$ cat config.mk
export PLATFORM = sky130hd
export DESIGN_NAME = z3_bridge_flat
export DESIGN_NICKNAME = d
export VERILOG_FILES = /design/src/rtl/z3_bridge_if.sv /design/src/rtl/z3_bridge.sv /design/src/flat_wrapper.sv
export SDC_FILE = /design/constraint.sdc
export NUM_CORES = 1
export LEC_CHECK = 0
export CAP_MARGIN = 25
export CORE_ASPECT_RATIO = 0.9
export CORE_MARGIN = 3
export CORE_UTILIZATION = 25
export DETAILED_ROUTE_END_ITERATION = 10
export GPL_TIMING_DRIVEN = 1
export PLACE_DENSITY_LB_ADDON = 0.3
export SYNTH_ARGS = -nofsm -noshare
export SYNTH_HDL_FRONTEND = slang
export SYNTH_SLANG_ARGS = --single-unit
$ cat constraint.sdc
create_clock -name clk -period 5.9 [get_ports clk]
set_clock_uncertainty 0.2 [all_clocks]
set_input_delay 0.59 -clock clk [delete_from_list [all_inputs] [get_ports clk]]
set_output_delay 0.59 -clock clk [all_outputs]
set_load 0.05 [all_outputs]
$ cat src/rtl/z3_bridge_if.sv
// rtl/z3_bridge_if.sv - host solver command/response channel used by z3_bridge
interface z3_bridge_if;
  logic        host_cmd_valid;
  logic        host_cmd_ready;
  logic [31:0] host_cmd_addr;
  logic [3:0]  host_cmd_tag;
  logic        host_rsp_valid;
  logic        host_rsp_ready;
  logic [31:0] host_rsp_result;
  logic        host_rsp_sat;
  logic [3:0]  host_rsp_tag;
  logic        host_rsp_error;

  // bridge side: issues commands, consumes responses
  modport master (
    output host_cmd_valid, host_cmd_addr, host_cmd_tag, host_rsp_ready,
    input  host_cmd_ready, host_rsp_valid, host_rsp_result, host_rsp_sat,
           host_rsp_tag, host_rsp_error
  );

  // host solver side
  modport slave (
    input  host_cmd_valid, host_cmd_addr, host_cmd_tag, host_rsp_ready,
    output host_cmd_ready, host_rsp_valid, host_rsp_result, host_rsp_sat,
           host_rsp_tag, host_rsp_error
  );
endinterface

$ cat src/rtl/z3_bridge.sv
// rtl/z3_bridge.sv - request FIFO and tagged host solver bridge; Z3_BRIDGE_CHAIN_HASH_EN chains the certificate hash
module z3_bridge #(
  parameter int unsigned DEPTH   = 4,
  parameter logic [15:0] TIMEOUT = 16'hF000
) (
  input  logic        clk,
  input  logic        rst_n,
  input  logic        z3_req,
  input  logic [31:0] z3_formula_addr,
  output logic        z3_ack,
  output logic [31:0] z3_result,
  output logic        z3_sat,
  output logic [31:0] z3_cert_hash,
  z3_bridge_if.master host,
  output logic        busy,
  output logic        bridge_err,
  output logic [7:0]  drop_count
);
  localparam int unsigned AW       = $clog2(DEPTH);
  localparam logic [AW:0] FULL_CNT = (AW + 1)'(DEPTH);
  localparam logic [31:0] TIMEOUT_RESULT = 32'h0000_2001;

  typedef enum logic [1:0] {IDLE, ISSUE, WAIT_RSP, RESPOND} state_e;

  state_e        state_q, state_d;
  logic [31:0]   fifo_q [DEPTH];
  logic [AW-1:0] wr_ptr_q, rd_ptr_q;
  logic [AW:0]   count_q, count_d;
  logic [31:0]   cmd_addr_q, cmd_addr_d;
  logic [3:0]    cmd_tag_q, cmd_tag_d;
  logic [3:0]    tag_ctr_q, tag_ctr_d;
  logic [15:0]   timer_q, timer_d;
  logic          z3_ack_q;
  logic [31:0]   z3_result_q, z3_cert_hash_q;
  logic          z3_sat_q, busy_q, bridge_err_q;
  logic [7:0]    drop_count_q;

  logic          fifo_full, push, pop, drop;
  logic          rsp_hit, respond_go, new_sat, new_err;
  logic [31:0]   new_result, hash_next;

  // fullness is judged at the start of the cycle; a same-cycle pop never makes room
  assign fifo_full = (count_q == FULL_CNT);
  assign push      = z3_req && !fifo_full;
  assign drop      = z3_req && fifo_full;
  assign pop       = (state_q == IDLE) && (count_q != '0);
  assign count_d   = count_q + {{AW{1'b0}}, push} - {{AW{1'b0}}, pop};

  assign host.host_cmd_valid = (state_q == ISSUE);
  assign host.host_rsp_ready = (state_q == WAIT_RSP);
  assign host.host_cmd_addr  = cmd_addr_q;
  assign host.host_cmd_tag   = cmd_tag_q;

  assign z3_ack       = z3_ack_q;
  assign z3_result    = z3_result_q;
  assign z3_sat       = z3_sat_q;
  assign z3_cert_hash = z3_cert_hash_q;
  assign busy         = busy_q;
  assign bridge_err   = bridge_err_q;
  assign drop_count   = drop_count_q;

  // next-state and transaction bookkeeping for the host handshake
  always_comb begin
    state_d    = state_q;
    cmd_addr_d = cmd_addr_q;
    cmd_tag_d  = cmd_tag_q;
    tag_ctr_d  = tag_ctr_q;
    timer_d    = timer_q;
    respond_go = 1'b0;
    new_result = '0;
    new_sat    = 1'b0;
    new_err    = 1'b0;
    rsp_hit    = host.host_rsp_valid && (host.host_rsp_tag == cmd_tag_q);
    case (state_q)
      IDLE: begin
        if (pop) begin
          cmd_addr_d = fifo_q[rd_ptr_q];
          cmd_tag_d  = tag_ctr_q;
          state_d    = ISSUE;
        end
      end
      ISSUE: begin
        if (host.host_cmd_ready) begin
          tag_ctr_d = tag_ctr_q + 4'd1;
          timer_d   = TIMEOUT;
          state_d   = WAIT_RSP;
        end
      end
      WAIT_RSP: begin
        timer_d = (timer_q != 16'd0) ? timer_q - 16'd1 : 16'd0;
        // a matching response takes priority over a timeout in the same cycle;
        // responses carrying a stale tag are consumed and ignored
        if (rsp_hit) begin
          new_result = host.host_rsp_result;
          new_sat    = host.host_rsp_sat && !host.host_rsp_error;
          new_err    = host.host_rsp_error;
          respond_go = 1'b1;
          state_d    = RESPOND;
        end else if (timer_q <= 16'd1) begin
          new_result = TIMEOUT_RESULT;
          new_sat    = 1'b0;
          new_err    = 1'b1;
          respond_go = 1'b1;
          state_d    = RESPOND;
        end
      end
      RESPOND: state_d = IDLE;
      default: state_d = IDLE;
    endcase
  end

`ifdef Z3_BRIDGE_CHAIN_HASH_EN
  logic [31:0] chain_q;

  assign hash_next = {chain_q[26:0], chain_q[31:27]} ^ new_result ^ cmd_addr_q ^ {31'b0, new_sat};

  // chain register advances once per completed request
  always_ff @(posedge clk or negedge rst_n) begin
    if (!rst_n) chain_q <= '0;
    else if (respond_go) chain_q <= hash_next;
  end
`else
  assign hash_next = new_result ^ cmd_addr_q;
`endif

  // request FIFO storage; contents need no reset because count_q gates every read
  always_ff @(posedge clk) begin
    if (push) fifo_q[wr_ptr_q] <= z3_formula_addr;
  end

  // FSM state, FIFO pointers and transaction registers
  always_ff @(posedge clk or negedge rst_n) begin
    if (!rst_n) begin
      state_q    <= IDLE;
      wr_ptr_q   <= '0;
      rd_ptr_q   <= '0;
      count_q    <= '0;
      cmd_addr_q <= '0;
      cmd_tag_q  <= '0;
      tag_ctr_q  <= '0;
      timer_q    <= '0;
    end else begin
      state_q    <= state_d;
      if (push) wr_ptr_q <= wr_ptr_q + 1'b1;
      if (pop)  rd_ptr_q <= rd_ptr_q + 1'b1;
      count_q    <= count_d;
      cmd_addr_q <= cmd_addr_d;
      cmd_tag_q  <= cmd_tag_d;
      tag_ctr_q  <= tag_ctr_d;
      timer_q    <= timer_d;
    end
  end

  // registered engine-facing outputs; the ack pulse coincides with the RESPOND state
  always_ff @(posedge clk or negedge rst_n) begin
    if (!rst_n) begin
      z3_ack_q       <= 1'b0;
      z3_result_q    <= '0;
      z3_sat_q       <= 1'b0;
      z3_cert_hash_q <= '0;
      busy_q         <= 1'b0;
      bridge_err_q   <= 1'b0;
      drop_count_q   <= '0;
    end else begin
      z3_ack_q <= respond_go;
      if (respond_go) begin
        z3_result_q    <= new_result;
        z3_sat_q       <= new_sat;
        z3_cert_hash_q <= hash_next;
      end
      if (drop && (drop_count_q != 8'hFF)) drop_count_q <= drop_count_q + 8'd1;
      if (drop || (respond_go && new_err)) bridge_err_q <= 1'b1;
      busy_q <= (state_d != IDLE) || (count_d != '0);
    end
  end
endmodule

$ cat src/flat_wrapper.sv
// flat-port wrapper written by rule: the top's interface ports become plain ports
module z3_bridge_flat 
#(
  parameter int unsigned DEPTH   = 4,
  parameter logic [15:0] TIMEOUT = 16'hF000
)
  (clk, rst_n, z3_req, z3_formula_addr, z3_ack, z3_result, z3_sat, z3_cert_hash, busy, bridge_err, drop_count, host_host_cmd_valid, host_host_cmd_addr, host_host_cmd_tag, host_host_rsp_ready, host_host_cmd_ready, host_host_rsp_valid, host_host_rsp_result, host_host_rsp_sat, host_host_rsp_tag, host_host_rsp_error);
  z3_bridge_if host_i ();
  input  logic clk;
  input  logic rst_n;
  input  logic z3_req;
  input  logic [31:0] z3_formula_addr;
  output logic z3_ack;
  output logic [31:0] z3_result;
  output logic z3_sat;
  output logic [31:0] z3_cert_hash;
  output logic busy;
  output logic bridge_err;
  output logic [7:0] drop_count;
  output wire logic [$bits(host_i.host_cmd_valid)-1:0] host_host_cmd_valid;
  output wire logic [$bits(host_i.host_cmd_addr)-1:0] host_host_cmd_addr;
  output wire logic [$bits(host_i.host_cmd_tag)-1:0] host_host_cmd_tag;
  output wire logic [$bits(host_i.host_rsp_ready)-1:0] host_host_rsp_ready;
  input wire logic [$bits(host_i.host_cmd_ready)-1:0] host_host_cmd_ready;
  input wire logic [$bits(host_i.host_rsp_valid)-1:0] host_host_rsp_valid;
  input wire logic [$bits(host_i.host_rsp_result)-1:0] host_host_rsp_result;
  input wire logic [$bits(host_i.host_rsp_sat)-1:0] host_host_rsp_sat;
  input wire logic [$bits(host_i.host_rsp_tag)-1:0] host_host_rsp_tag;
  input wire logic [$bits(host_i.host_rsp_error)-1:0] host_host_rsp_error;
  assign host_host_cmd_valid = host_i.host_cmd_valid;
  assign host_host_cmd_addr = host_i.host_cmd_addr;
  assign host_host_cmd_tag = host_i.host_cmd_tag;
  assign host_host_rsp_ready = host_i.host_rsp_ready;
  assign host_i.host_cmd_ready = host_host_cmd_ready;
  assign host_i.host_rsp_valid = host_host_rsp_valid;
  assign host_i.host_rsp_result = host_host_rsp_result;
  assign host_i.host_rsp_sat = host_host_rsp_sat;
  assign host_i.host_rsp_tag = host_host_rsp_tag;
  assign host_i.host_rsp_error = host_host_rsp_error;
  z3_bridge #(.DEPTH(DEPTH), .TIMEOUT(TIMEOUT)) u_core (.clk(clk), .rst_n(rst_n), .z3_req(z3_req), .z3_formula_addr(z3_formula_addr), .z3_ack(z3_ack), .z3_result(z3_result), .z3_sat(z3_sat), .z3_cert_hash(z3_cert_hash), .host(host_i), .busy(busy), .bridge_err(bridge_err), .drop_count(drop_count));
endmodule
==> reports/results.tsv <==
stage	metric	value	unit
floorplanning	die_y	207	um
sta	period_needed	3660	ps
sta	finalHoldViolations	0	
floorplanning	core	44300	um2
logic_synthesis	synthArstFlopShare	52.4	%
sta	drv_slew	0	
placed_design	pre_cts_ws	2160	ps
logic_synthesis	synth_area_leaders	edfxtp_1, dfrtp_1, mux4_2	
route	ant_nets	0	
global_routing	overflow	0	
logic_synthesis	yosys.area_share.simple	8.27	%
sta	rsz0062_at_grt	no	
logic_synthesis	ys_seq_area_share	65.5	%
clock_tree	htreeDepth	1	
finish	num-fill-cells	4317	
logic_synthesis	syn-num-nets	863	
sta	tightest_slew	1020	ps
logic_synthesis	synth_adder_area_share	1.40	%
power_and_ir_drop	leakage	5.53	nW
finish	nets	1050	
worst_setup_path	worstPathMaxFanout	40	
run	cap_violations	0	
logic_synthesis	synth.most_common_cell	dfrtp_1	
worst_setup_path	start_kind	flop	
floorplanning	die_w	230	um
logic_synthesis	synth_xor_area_share	1.25	%
clock_tree	cts_hold_buf	1	
logic_synthesis	yosys_register_bits	269	
placed_design	dpl.hpwl	21300	um
placed_design	routabilityCongestion	0.760	
global_routing	grt_max_degree	86	
global_routing	grt_pass1_vias	7303	
worst_setup_path	worst_ep_arrival_time	3840	ps
sta	fin_crit_sh	62.0	%
sta	fin_ws	2240	ps
logic_synthesis	synthTopCellsByCount	dfrtp_1, edfxtp_1, nand2_1	
status	status	complete, no violations	
clock_tree	cts_tree	done	
floorplanning	start_util	25.4	%
power_and_ir_drop	pwr_density_cell	587	nW/um2
logic_synthesis	yosys.area.top_type_share	34.2	%
finish	area_growth_syn_to_layout	31.2	%
route	vias_per_cell	4.52	
clock_tree	cts_sinks	269	
power_and_ir_drop	irDropWorstVdd	0.218	mV
worst_setup_path	endpoint_kind	flop	
finish	drive_gt1_share	17.5	%
route	drc	0	
route	wirelength	30900	um
placed_design	io_buffers	188	
floorplanning	io_pins	189	
global_routing	grt.total_usage	12.9	%
placed_design	place_inst	1530	
logic_synthesis	muxShareOfSynthArea	9.90	%
global_routing	grt_pass1_wl	47200	um
worst_setup_path	path_class	reg2reg	
logic_synthesis	yosys_warnings	0	
clock_tree	post_cts.repair.setup_buffers	0	
clock_tree	cts_buffer_depth	3	
logic_synthesis	synth_top_family_by_area	compound AO/OA/AOI/OAI gates	
clock_tree	cts.repair.resized	0	
sta	tns	0	ps
route	wl_per_cell	19.4	um
clock_tree	clk_pin_slew	60	ps
route	num_vias	7182	
logic_synthesis	synth_edf_count	128	
sta	relSlewSlack	31.7	%
route	dr.pass1.iters	4	
route	drt_iter0_drc	421	
logic_synthesis	synthCells	776	
logic_synthesis	synth_area	11300	um2
clock_tree	root_buffer	clkbuf_16	
logic_synthesis	ys_types	56	
floorplanning	die_area	47600	um2
clock_tree	cts_made_buffers	30	
logic_synthesis	synth_top_area_cell	edfxtp_1	
clock_tree	clk-insertion-delay-late	570	ps
logic_synthesis	syn_avg_cell_area	14.5	um2
finish	layoutNonFillerInstCount	1589	
global_routing	antenna_found_initial	5	
logic_synthesis	synth_compound_area_share	10.4	%
sta	max_freq	0.274	GHz
hold_path	min_path_type	reg2reg	
floorplanning	row_count	73	
sta	setup_viol	0	
worst_setup_path	crit_required	6080	ps
logic_synthesis	synth_ff_type	dfrtp_1	
[cells by family after synthesis]
logic type,count (synthesis)
buffers and inverters,91
AND/OR/NAND/NOR,178
multiplexers,67
XOR/XNOR,16
adder cells (fa/ha/maj),12
AO/OA/AOI/OAI,143
flip-flops,269
[through the flow]
| stage | power (mW) | hold WS, ps | util, % | instance area [um2] |
|---|---|---|---|---|
| final | 8.66 | 275 | 33.3 | 14800 |
| after CTS | 8.80 | 282 | 33.3 | 14800 |
| after global placement | 6.93 | 254 | 31.2 | 13800 |
| after detailed placement | 6.97 | 263 | 31.2 | 13800 |
| after global routing | 9.15 | 301 | 33.3 | 14800 |
| after floorplan | 5.55 | 94.4 | - | 11300 |
[worst max-delay path, cell delays in order, from the launching register on]
cell	delay, ps
dfrtp_1	460
nor3_1	80
or3_1	430
inv_2	710
ha_1	360
inv_1	50
ha_1	130
inv_1	50
fa_1	370
xnor2_1	140
xnor2_1	140
nor3_1	230
nand4_1	120
[path summary, 6_finish.rpt]
kind | start | slack [ps] | cells after the start | to
max | u_core.count_q[1] | 2240 | 12 | u_core.busy
min | u_core.bridge_err | 270 | 1 | u_core.bridge_err
max reg2reg | u_core.count_q[1] | 2240 | 12 | u_core.busy
min reg2reg | u_core.bridge_err | 270 | 1 | u_core.bridge_err
max in group asynchronous | rst_n | 3680 | 3 | u_core.z3_result[18]
min in group asynchronous | rst_n | 490 | 2 | u_core.z3_cert_hash[29]
[layout by cell type, fill, tap and decap left out, types with 9 or more instances in the layout]
master           synthesis  layout
a221oi_1                12      12
a221oi_2                10      10
nor2_1                  33      31
a22o_1                  32      32
nand2_1                 50      50
clkbuf_16                0      30
mux2_2                  34      34
xnor2_1                 12      12
mux4_2                  32      32
ha_1                    11      11
nor4_1                  15      14
a21oi_1                 12      12
or2_2                   32      32
inv_1                   49      48
clkbuf_1                28       9
clkdlybuf4s50_1          0     187
a211oi_1                35      35
dfrtp_1                141     140
edfxtp_1               128     128
[sequential cells by signal (all words and copies together), names as in the netlist]
name                       count
u_core.host.host_cmd_addr     32
u_core.timer_q                16
u_core.wr_ptr_q                2
u_core.tag_ctr_q               4
u_core.state_q                 2
u_core.z3_ack                  1
u_core.count_q                 3
u_core.z3_result              32
u_core.drop_count              8
u_core.fifo_q                128
u_core.rd_ptr_q                2
u_core.z3_cert_hash           32
u_core.bridge_err              1
u_core.host.host_cmd_tag       4
u_core.busy                    1
u_core.z3_sat                  1
[final cells by class]
| class | instances | area (um2) | share of cell area [%] |
|---|---|---|---|
| antenna | 2 | 5.00 | 0.0339 |
| clock buffer | 41 | 812 | 5.50 |
| clock inverter | 15 | 136 | 0.924 |
| inverter | 49 | 184 | 1.25 |
| multi-input combinational | 416 | 3550 | 24.0 |
| sequential | 269 | 7370 | 49.9 |
| tap | 600 | 751 | 5.08 |
| timing repair buffer | 197 | 1950 | 13.2 |
[per-layer routing]
layer | up-vias | wire, um | global-route usage (%)
li1 | 3325 | - | -
met1 | 3630 | 14000 | 17.9
met2 | 168 | 14000 | 19.8
met3 | 51 | 2200 | 3.62
met4 | 8 | 657 | 3.33
met5 | - | 51 | 0
[power breakdown]
part           internal [mW]  switching (mW)  total [mW]  leakage, nW
clock network           1.05           0.745        1.79        0.462
logic                   1.44            2.29        3.73         2.21
registers               2.59           0.557        3.15         2.86
total                   5.07            3.59        8.66         5.53
(Power assumes the default switching activity.)
